`src/rtl/lab4_branch_pkg.sv`:
```
// Shared types for the branch update queue: queue entry layout and occupancy states.
package lab4_branch_pkg;

   localparam int BUQ_DEPTH = 4;
   localparam int BR_PC_W   = 32;

   typedef struct packed {
      logic [BR_PC_W-1:0] pc;
      logic               taken;
   } br_upd_entry_t;

   typedef enum logic [1:0] {
      OCC_EMPTY   = 2'd0,
      OCC_PARTIAL = 2'd1,
      OCC_FULL    = 2'd2
   } occ_state_t;

endpackage

```
`src/rtl/branch_update_queue_regs.sv`:
```
// Entry storage for the branch update queue: one write port, one combinational read port.
module branch_update_queue_regs
   import lab4_branch_pkg::*;
#(
   parameter int DEPTH = BUQ_DEPTH,
   parameter int AW    = $clog2(DEPTH)
) (
   input  logic          clk,
   input  logic          wen,
   input  logic [AW-1:0] waddr,
   input  br_upd_entry_t wdata,
   input  logic [AW-1:0] raddr,
   output br_upd_entry_t rdata
);

   // No reset: entries are only observable through upd_en, which tracks count.
   br_upd_entry_t mem_q [DEPTH];

   always_ff @(posedge clk) begin
      if (wen) mem_q[waddr] <= wdata;
   end

   assign rdata = mem_q[raddr];

endmodule

```
`src/rtl/branch_update_queue.sv`:
```
// Circular buffer replaying resolved-branch outcomes into the GShare update port, one per cycle.
module branch_update_queue
   import lab4_branch_pkg::*;
#(
   parameter int DEPTH = BUQ_DEPTH,
   parameter int PC_W  = BR_PC_W
) (
   input  logic                       clk,
   input  logic                       reset,
   input  logic                       resolve_val,
   output logic                       resolve_rdy,
   input  logic [PC_W-1:0]            resolve_pc,
   input  logic                       resolve_taken,
   output logic                       upd_en,
   input  logic                       upd_rdy,
   output logic [PC_W-1:0]            upd_pc,
   output logic                       upd_taken,
   input  logic                       flush,
   output logic [$clog2(DEPTH+1)-1:0] count,
   output logic                       full,
   output logic                       empty
);

   localparam int PW = $clog2(DEPTH);
   localparam int CW = $clog2(DEPTH+1);

   logic [PW-1:0] head_q, head_d, tail_q, tail_d;
   logic [CW-1:0] count_q, count_d;
   occ_state_t    state_q, state_d;
   logic          enq, deq;
   br_upd_entry_t wr_entry, rd_entry;

   // Ready depends only on registered occupancy, so a same-cycle dequeue never frees a full queue.
   assign resolve_rdy = !full && !flush && !reset;
   assign enq         = resolve_val && resolve_rdy;
   assign deq         = upd_en && upd_rdy;

   assign wr_entry.pc    = resolve_pc;
   assign wr_entry.taken = resolve_taken;

   branch_update_queue_regs #(.DEPTH(DEPTH), .AW(PW)) u_regs (
      .clk   (clk),
      .wen   (enq),
      .waddr (tail_q),
      .wdata (wr_entry),
      .raddr (head_q),
      .rdata (rd_entry)
   );

   always_comb begin
      head_d  = head_q;
      tail_d  = tail_q;
      count_d = count_q;
      if (flush) begin
         head_d  = '0;
         tail_d  = '0;
         count_d = '0;
      end else begin
         if (enq) tail_d = tail_q + PW'(1);
         if (deq) head_d = head_q + PW'(1);
         count_d = count_q + CW'(enq) - CW'(deq);
      end
   end

   always_ff @(posedge clk) begin
      if (reset) begin
         head_q  <= '0;
         tail_q  <= '0;
         count_q <= '0;
         state_q <= OCC_EMPTY;
      end else begin
         head_q  <= head_d;
         tail_q  <= tail_d;
         count_q <= count_d;
         state_q <= state_d;
      end
   end

   always_comb begin
      state_d = OCC_PARTIAL;
      if (count_d == '0)              state_d = OCC_EMPTY;
      else if (count_d == CW'(DEPTH)) state_d = OCC_FULL;
   end

   always_comb begin
      full  = 1'b0;
      empty = 1'b0;
      case (state_q)
         OCC_EMPTY: empty = 1'b1;
         OCC_FULL:  full  = 1'b1;
         default: ;
      endcase
   end

   assign upd_en    = !empty;
   assign upd_pc    = rd_entry.pc;
   assign upd_taken = rd_entry.taken;
   assign count     = count_q;

endmodule

```
`config.mk`:
```
export PLATFORM = sky130hd
export DESIGN_NAME = branch_update_queue
export DESIGN_NICKNAME = d
export VERILOG_FILES = /design/src/rtl/lab4_branch_pkg.sv /design/src/rtl/branch_update_queue_regs.sv /design/src/rtl/branch_update_queue.sv
export SDC_FILE = /design/constraint.sdc
export NUM_CORES = 1
export LEC_CHECK = 0
export ABC_AREA = 0
export CELL_PAD_IN_SITES_DETAIL_PLACEMENT = 1
export CELL_PAD_IN_SITES_GLOBAL_PLACEMENT = 1
export CORE_ASPECT_RATIO = 0.8
export CORE_MARGIN = 10
export CORE_UTILIZATION = 42
export DETAILED_ROUTE_END_ITERATION = 12
export PLACE_DENSITY_LB_ADDON = 0.1
export SLEW_MARGIN = 15
export SYNTH_ARGS = -nofsm -noshare
export SYNTH_HDL_FRONTEND = slang
export SYNTH_SLANG_ARGS = --single-unit
```
`constraint.sdc`:
```
create_clock -name clk -period 2.2 [get_ports clk]
set_input_delay 0.33 -clock clk [delete_from_list [all_inputs] [get_ports clk]]
set_output_delay 0.33 -clock clk [all_outputs]
set_load 0.03 [all_outputs]
```
==> results of run 1 <==
## state kept, by name, summed over array words and instances (netlist names), named ones only
| signal | flops |
|---|---|
| tail_q | 2 |
| state_q | 2 |
| head_q | 2 |
| u_regs.mem_q | 132 |
| count | 3 |
## kinds of logic (layout without fill, tap and decap cells)
group	Yosys count	in the layout	synth area share, %
AOI/OAI and AO/OA	7	7	0.795
xor gates and xnor gates	3	3	0.749
adders and majority gates	7	7	1.78
buffers and inverters	18	142	2.41
DFF	143	143	78.2
muxes	33	33	14.1
and+or+nand+nor	19	19	1.92
## layer usage
layer	part of all wire, %	up-vias
met5	0	-
met4	1.1	0
met3	4.7	10
met2	49	65
met1	45	1334
li1	-	1171
## layout make-up
type / instances / area (µm²)
repair buffers: 101 / 976
flip-flops and latches: 143 / 4190
clock inverters: 15 / 153
clock buffers: 17 / 425
well taps: 171 / 214
fillers: 1088 / 5230
inverters: 9 / 33.8
multi-input cells: 69 / 1080
## what timing repair did
action / CTS / global route
resized for setup: 128 / 38
endpoints found under the setup margin: 36 / 25
pin swaps: 0 / 4
cloned: 1 / 0
## per-stage QoR
step	cell area, µm²	utilization, %
4_1_cts	7120	57.9
5_1_grt	7070	57.5
3_3_place_gp	6550	53.2
2_1_floorplan	5350	-
6_report	7070	57.5
3_5_place_dp	6550	53.2
## how the worst max path moves through the flow
stage                     startpoint               endpoint  slack, ps  cells after the start
4_1_cts                    flip-flop             upd_pc[24]         -6                      3
6_report                   flip-flop              upd_pc[5]         50                      3
3_5_place_dp                   flush  state_q[1]$_SDFF_PP0_       -480                     11
5_1_grt                    flip-flop             upd_pc[18]        -20                      3
2_1_floorplan  state_q[0]$_SDFF_PP0_  state_q[1]$_SDFF_PP0_          4                     11
3_3_place_gp                   flush  state_q[1]$_SDFF_PP0_       -450                     11
## where the power goes
group | leakage [µW] | switching [µW] | internal [µW]
clock | 0.000272 | 1180 | 1590
sequential | 0.00128 | 11.4 | 3000
combinational | 0.000820 | 160 | 152
total | 0.00238 | 1360 | 4740
## Yosys cell counts
library cell	instances	area (µm²)
sky130_fd_sc_hd__clkbuf_1	1	3.75
sky130_fd_sc_hd__a21oi_1	2	10.0
sky130_fd_sc_hd__inv_1	9	33.8
sky130_fd_sc_hd__ha_1	6	75.1
sky130_fd_sc_hd__xnor2_1	1	8.76
sky130_fd_sc_hd__buf_2	4	20.0
sky130_fd_sc_hd__fa_1	1	20.0
sky130_fd_sc_hd__xor2_1	1	8.76
sky130_fd_sc_hd__and2_1	4	25.0
sky130_fd_sc_hd__xnor3_1	1	22.5
sky130_fd_sc_hd__nor2_1	7	26.3
sky130_fd_sc_hd__buf_12	3	60.1
sky130_fd_sc_hd__nor2b_1	1	6.26
sky130_fd_sc_hd__o21a_1	2	15.0
sky130_fd_sc_hd__nand2b_1	1	6.26
sky130_fd_sc_hd__dfxtp_1	11	220
sky130_fd_sc_hd__nand3_1	2	10.0
sky130_fd_sc_hd__buf_6	1	11.3
sky130_fd_sc_hd__edfxtp_1	132	3960
sky130_fd_sc_hd__nor3_2	1	10.0
sky130_fd_sc_hd__o211ai_1	1	7.51
sky130_fd_sc_hd__or2_2	2	12.5
sky130_fd_sc_hd__nor2_2	1	6.26
sky130_fd_sc_hd__mux4_2	30	676
sky130_fd_sc_hd__mux4_1	3	78.8
sky130_fd_sc_hd__o21ai_0	2	10.0
==> results.ini, run 1 <==
[run_status]
status=completed

[setup_path]
ff2ff_setup_slack_ps=180
critical-path-max-stage-delay_ps=490
criticalPathCategory=flip-flop to output port
cp.buffers_inverters=2
crit_chain=buf_4 > mux4_2 > clkdlybuf4s15_2
r2r_cells=9
crit_path_start_kind=flip-flop
timing.critical_path.required_ps=1870
r2r-end=state_q[1]$_SDFF_PP0_
critical_path_arrival_ps=1820
worstPathMaxFanout=5
crit-reg2reg-launch=state_q[0]$_SDFF_PP0_
critical-path-top-delay-family=multiplexers
setup.worst_path.end_class=output port
critical-path-slowest-cell=sky130_fd_sc_hd__mux4_2

[route]
viasPerCell=4.91
drt-wirelength-per-cell_um=20.5
final_routed_drc_violation_total=0
antenna_violating_nets_post_route=0
detailedRoute.firstPassIterationCount=4
totalWireLength_mm=10.8
vias=2580
dr.first_iter.drc_count=144

[floorplan]
pin_count=78
core.rowCount=36
core_area_mm2=0.0123
die_footprint_mm2=0.0177
die_width_um=146
floorplan.initialDensity_pct=43.5
die_height_um=121

[clocking]
tritoncts=done
numCtsBuffers=17
cts-htree-levels=4
clock_insertion_delay_at_the_later_pin_of_the_skew_report_ps=420
clock_sink_count=143
path_clk_slew_ps=70
total_of_hold_buffers_inserted_after_clock_tree_synthesis=0
setup_fix_bufs_post_cts=0
cts_max_path_buffers=2
root_buffer_cell=sky130_fd_sc_hd__clkbuf_16

[final_layout]
mostFrequentLayoutCells=sky130_fd_sc_hd__edfxtp_1 (132), sky130_fd_sc_hd__clkdlybuf4s50_1 (40), sky130_fd_sc_hd__mux4_2 (30)
fin_nets=386
finish.cell_count_without_fillers=525
syn_to_final_growth_pct=32.2
mostFrequentLayoutCell=sky130_fd_sc_hd__edfxtp_1
antenna_cells=0
layout-drive-gt1-share_pct=39.3

[grt]
grt_most_used_layer=met2
antenna_violations_before_repair=0
grt_pass1_vias=2898
grt.overflow.total=0
grt_pass1_wl_mm=16.9
met2_usage_pct=19.7
use_met3_pct=5.03
grt_util_met1_pct=15.7
grt_util_all_layers_pct=12.8
grt_start_max_net_pins=21

[timing]
timing.final.hold_violations=0
timing.final.crit_share_pct=97.8
setup_violations_final=0
finalClockSkew_ps=12.2
timing.final.crit_period_ps=2150
final.setup.worst_slack_ps=48.4
maxSlewViolCount=0
fin_tns_setup_ps=0
finalHoldWorstSlack_ps=172
tightestPinTransition_ps=324
max_freq_ghz=0.465
relSlewSlack_pct=78.3
unrepaired_setup_endpoints_after_global_routing=true

[logic_synthesis]
synth_cells=230
mappedNetlistNets=275
avgSynthCellArea_um2=23.3
post_synth_num_cell_types=26
synth.ff_latch_count=143
yosysWarningCount=0
ys_seq_area_share_pct=78.2
post_synth_instance_area_mm2=0.00535

[power_and_ir_drop]
vdd_ir_drop_max_mv=0.622
totalPowerFinal_uw=6100
p_leak_uw=0.00238
power-per-cell-area_mw_per_mm2=862

[min_path]
hold-path-endpoint=state_q[1]$_SDFF_PP0_
worst_hold_startpoint=flush
worst_hold_path.num_cells=2
min-delay-path-class=primary input to flip-flop

[job]
maxCapViolations=0

[placed_design]
dp.final_hpwl_mm=6.85
place.port_buffers=77
dp_worst_setup_slack_ps=-484
number_of_instances_in_the_placed_design=492
gp_congestion=0.663

Note: power is estimated with default switching activity, not from simulation.
==> run 2, diff against run 1 <==
--- a/config.mk
+++ b/config.mk
@@ -8,7 +8,6 @@
 export ABC_AREA = 0
 export CELL_PAD_IN_SITES_DETAIL_PLACEMENT = 1
 export CELL_PAD_IN_SITES_GLOBAL_PLACEMENT = 1
-export CORE_ASPECT_RATIO = 0.8
 export CORE_MARGIN = 10
 export CORE_UTILIZATION = 42
 export DETAILED_ROUTE_END_ITERATION = 12
==> results.ini, run 2 (same netlist as run 1, synthesis figures left out) <==
[floorplan]
pin_count=78
floorplan.initialDensity_pct=42.5
die_width_um=133
core.rowCount=41
die_height_um=133
core_area_mm2=0.0126
die_footprint_mm2=0.0176

[setup_path]
crit-reg2reg-launch=state_q[1]$_SDFF_PP0_
worstPathMaxFanout=2
crit_end=state_q[1]$_SDFF_PP0_
critical_path_arrival_ps=2480
crit_path_start_kind=primary input
worst_setup_path_startpoint=reset
setup.worst_path.end_class=flip-flop
timing.critical_path.required_ps=2500
ff2ff_setup_slack_ps=120
r2r_cells=9
criticalPathCategory=primary input to flip-flop
r2r-end=state_q[1]$_SDFF_PP0_

[clocking]
path_clk_slew_ps=50
numCtsBuffers=17
root_buffer_cell=sky130_fd_sc_hd__clkbuf_16
tritoncts=done
clock_insertion_delay_at_the_later_pin_of_the_skew_report_ps=400
cts_max_path_buffers=2
total_of_hold_buffers_inserted_after_clock_tree_synthesis=0
clock_sink_count=143
cts-htree-levels=4

[power_and_ir_drop]
clock_power_share_pct=42.9
p_leak_uw=0.00240
vdd_ir_drop_max_mv=0.525
power.share.combinational_pct=5.5
power.internal_uw=4680
seq_power_share_pct=51.6
totalPowerFinal_uw=5830
power-per-cell-area_mw_per_mm2=824
power.net_switching_uw=1150
power.switching_fraction_pct=19.7

[final_layout]
mostFrequentLayoutCell=sky130_fd_sc_hd__edfxtp_1
max_flop_register=u_regs.mem_q
largest_register_ffs=132
mostFrequentLayoutCells=sky130_fd_sc_hd__edfxtp_1 (132), sky130_fd_sc_hd__clkdlybuf4s50_1 (40), sky130_fd_sc_hd__buf_4 (34)
antenna_cells=0
final_area_mm2=0.00708
fin_util_pct=56.3
layout-drive-gt1-share_pct=36.7
fin_nets=391
syn_to_final_growth_pct=32.4

[route]
dr.first_iter.drc_count=180
drt-wirelength-per-cell_um=20.2
totalWireLength_mm=10.7
detailedRoute.firstPassIterationCount=4
final_routed_drc_violation_total=0
antenna_violating_nets_post_route=0
viasPerCell=4.90
vias=2594

[timing]
timing.final.crit_share_pct=99.0
finalClockSkew_ps=5.23
relSlewSlack_pct=78.4
timing.final.crit_period_ps=2180
timing.final.hold_violations=0
tightestPinTransition_ps=323
unrepaired_setup_endpoints_after_global_routing=true
maxSlewViolCount=0
max_freq_ghz=0.459
fin_tns_setup_ps=0
setup_violations_final=0

[grt]
antenna_violations_before_repair=0
grt_pass1_wl_mm=16.8
grt_util_all_layers_pct=12.7
grt.overflow.total=0
grt_pass1_vias=2959
grt_start_max_net_pins=25

[job]
maxCapViolations=0

[placed_design]
dpl-instance-area_mm2=0.00652
dp.final_hpwl_mm=6.99
gp_congestion=0.703
place.port_buffers=77

[min_path]
min-delay-path-class=primary input to flip-flop

[run_status]
status=completed

## run 2: cell count changes in the layout (fill, tap and decap cells not counted), moves of 3 or more
| cell | previous run | this run |
|---|---|---|
| sky130_fd_sc_hd__buf_4 | 14 | 34 |
| sky130_fd_sc_hd__buf_2 | 26 | 7 |
| sky130_fd_sc_hd__clkinv_1 | 0 | 3 |
| sky130_fd_sc_hd__clkdlybuf4s15_2 | 7 | 10 |
| sky130_fd_sc_hd__clkinv_2 | 0 | 3 |
| sky130_fd_sc_hd__inv_6 | 6 | 0 |
| sky130_fd_sc_hd__clkbuf_1 | 0 | 4 |
## run 2: area by class of cell
class	count	area (µm²)
fill	1114	5490
sequential	143	4190
timing repair buffer	106	1070
multi-input combinational	69	1060
clock buffer	21	440
tap	172	215
clock inverter	9	71.3
inverter	9	33.8
## run 2: how the worst min path moves through the flow
stage,startpoint,endpoint,cells after the start
finish,flush,state_q[1]$_SDFF_PP0_,3
global route,flush,state_q[1]$_SDFF_PP0_,3
CTS,resolve_pc[7],u_regs.mem_q[2][8]$_DFFE_PP_,1
detailed placement,head_q[1]$_SDFFE_PP0P_,flip-flop,2
global placement,head_q[1]$_SDFFE_PP0P_,flip-flop,2
floorplan,resolve_taken,u_regs.mem_q[0][0]$_DFFE_PP_,0
## run 2: power groups by stage
stage	Sequential, µW	Combinational (µW)	Clock, µW
after floorplan	3070	137	0
after global placement	3060	313	0
after detailed placement	3070	321	0
after CTS	3010	320	2560
after global routing	3010	344	2690
final	3010	319	2500
## run 2: what timing repair did
item	CTS	global route
pin swaps	2	4
resized for setup	75	7
endpoints found under the setup margin	29	6
gates cloned	1	0
buffers inserted	0	1
## run 2: worst max-delay path, cell delays in order
cell and delay [ps]:
sky130_fd_sc_hd__clkdlybuf4s50_1 400, sky130_fd_sc_hd__or2_4 240, sky130_fd_sc_hd__nor3_4 170, sky130_fd_sc_hd__inv_1 60
sky130_fd_sc_hd__ha_1 270, sky130_fd_sc_hd__inv_1 40, sky130_fd_sc_hd__ha_1 160, sky130_fd_sc_hd__inv_1 70
sky130_fd_sc_hd__fa_2 440, sky130_fd_sc_hd__nor2b_4 140, sky130_fd_sc_hd__o21a_1 160
## run 2: metrics by stage
step                      worst slack, ps  std cells  hold slack, ps
after floorplan                      4.15        230             429
after global placement               -437        497             506
after detailed placement             -498        497             524
after CTS                           -29.4        528             539
after global routing                -36.9        529             289
final                                20.9        529             280
## run 2: routing by layer
layer | up-vias | track usage [%] | share of wire [%]
li1 | 1178 | - | -
met5 | - | 0 | 0
met3 | 11 | 4.24 | 4.6
met4 | 0 | 5.68 | 1.4
met1 | 1339 | 15.4 | 44
met2 | 66 | 20.1 | 50
==> run 3, diff against run 2 <==
--- a/config.mk
+++ b/config.mk
@@ -10,6 +10,7 @@
 export CELL_PAD_IN_SITES_GLOBAL_PLACEMENT = 1
 export CORE_MARGIN = 10
 export CORE_UTILIZATION = 42
+export CTS_CLUSTER_SIZE = 12
 export DETAILED_ROUTE_END_ITERATION = 12
 export PLACE_DENSITY_LB_ADDON = 0.1
 export SLEW_MARGIN = 15
==> results of run 3 <==
No change in the layout: final DEF, timing and power equal those of run 2.
==> RTL change: new RTL, config.mk and constraints of run 1 <==
The package constant `BUQ_DEPTH` goes from 4 to 16.
--- a/src/rtl/lab4_branch_pkg.sv
+++ b/src/rtl/lab4_branch_pkg.sv
@@ -2,5 +2,5 @@
 package lab4_branch_pkg;
 
-   localparam int BUQ_DEPTH = 4;
+   localparam int BUQ_DEPTH = 16;
    localparam int BR_PC_W   = 32;
 
Interface: changed (resized count); port bits go from 78 to 80. No check against the original RTL was run, so the function may have changed too.
==> RTL change against run 1 <==
The flow now finishes with violations (setup timing). Count of clock-buffer cells in the layout grew 51. Die area increased to 3.3 times the old value. Final area rose to 3.7 times the old value. Power increased to 3.8 times the old value. Hold slack better by 0.39 ns. Combinational power rose to 8.2 times the old value. Routed wire length grew to 4.9 times the old value. Non-clock buffer count increased by 98. Sequential power grew to 3.9 times the old value. Sequential cell count up 404. Synthesized area rose to 3.9 times the old value. Utilization shrank 4.1 points. Setup slack worse by 0.61 ns. Critical path type unchanged.
==> RTL change: results (changes against run 1) <==
- Status: finished with violations (was completed)
- Violated checks: setup timing
- Setup TNS: -16.85 ns (was 0 ns)
- Worst setup margin: -0.566 ns (was 0.0484 ns)
- Dpl ws: -0.448 ns (was -0.484 ns)
- Clock Path Buffers: 3 (was 2)
- Total Wirelength: 52800 um (was 10800 um)
- Crit-path max FO: 6 (was 5)
- Dpl cells: 1660 (was 492)
- Site row count: 72 (was 36)
- Antenna violations before repair: 1 (was 0)
- Placer Congestion: 0.729 (was 0.663)
- Largest net degree at the start of global routing: 50 (was 21)
- CP delay by family, top: buffers and inverters (was multiplexers)
- Routed wl met2: 25300 um (was 5270 um)
- DP Area: 23200 um2 (was 6550 um2)
- Crit-path max cell delay: 0.52 ns (was 0.49 ns)
- Syn_nets: 971 (was 275)
- Via count: 10145 (was 2580)
- Max FFs per register: 528 (was 132)
- Top post-synthesis cells by count: edfxtp_1, mux4_2, a22oi_1 (was edfxtp_1, mux4_2, dfxtp_1)
- IO Port Bufs: 79 (was 77)
- Post-CTS resize count: 145 (was 128)
- Clock group power: 0.00890 W (was 0.00278 W)
- Sw frac: 0.223 (was 0.222)
- Iter 0 DRT Violations: 900 (was 144)
- Wire length on met3: 2720 um (was 503 um)
- Fin nets: 1178 (was 386)
- H-tree Lvls: 2 (was 4)
- Met2 Usage GRT: 0.290 (was 0.197)
- Total CTS buffers: 55 (was 17)
- Grt met1 use: 0.258 (was 0.157)
- Fin cells: 1799 (was 525)
- Vias in the first global route: 11017 (was 2898)
- Final setup fails: 33 (was 0)
- Wl on met1: 23800 um (was 4890 um)
## RTL change: cell families (layout without fill, tap and decap cells)
group                    Yosys count  count (layout)  synth area share
AO/OA/AOI/OAI                     75              75            0.0267
AND/OR/NAND/NOR                   86              86            0.0180
flip-flops                       547             547             0.780
multiplexers                     133             133             0.146
XOR/XNOR                           9               9           0.00379
buffers and inverters             61             309            0.0184
adder cells (fa/ha/maj)           11              11           0.00697
## RTL change: area by class of cell
type / instances / area, um2
Fill cell: 4173 / 22700
Sequential cell: 547 / 16200
Multi-Input combinational cell: 314 / 4650
Timing Repair Buffer: 199 / 2590
Clock buffer: 68 / 1430
Tap cell: 629 / 787
Clock inverter: 30 / 253
Inverter: 12 / 45.0
## RTL change: final timing paths
path	slack, ns	startpoint	to	cells after the start
setup reg to reg	0.04	state_q[0]	state_q[1]	12
hold reg to reg	0.56	head_q[1]	register	2
hold / removal	0.56	head_q[1]	register	2
setup / recovery	-0.57	register	upd_pc[28]	8
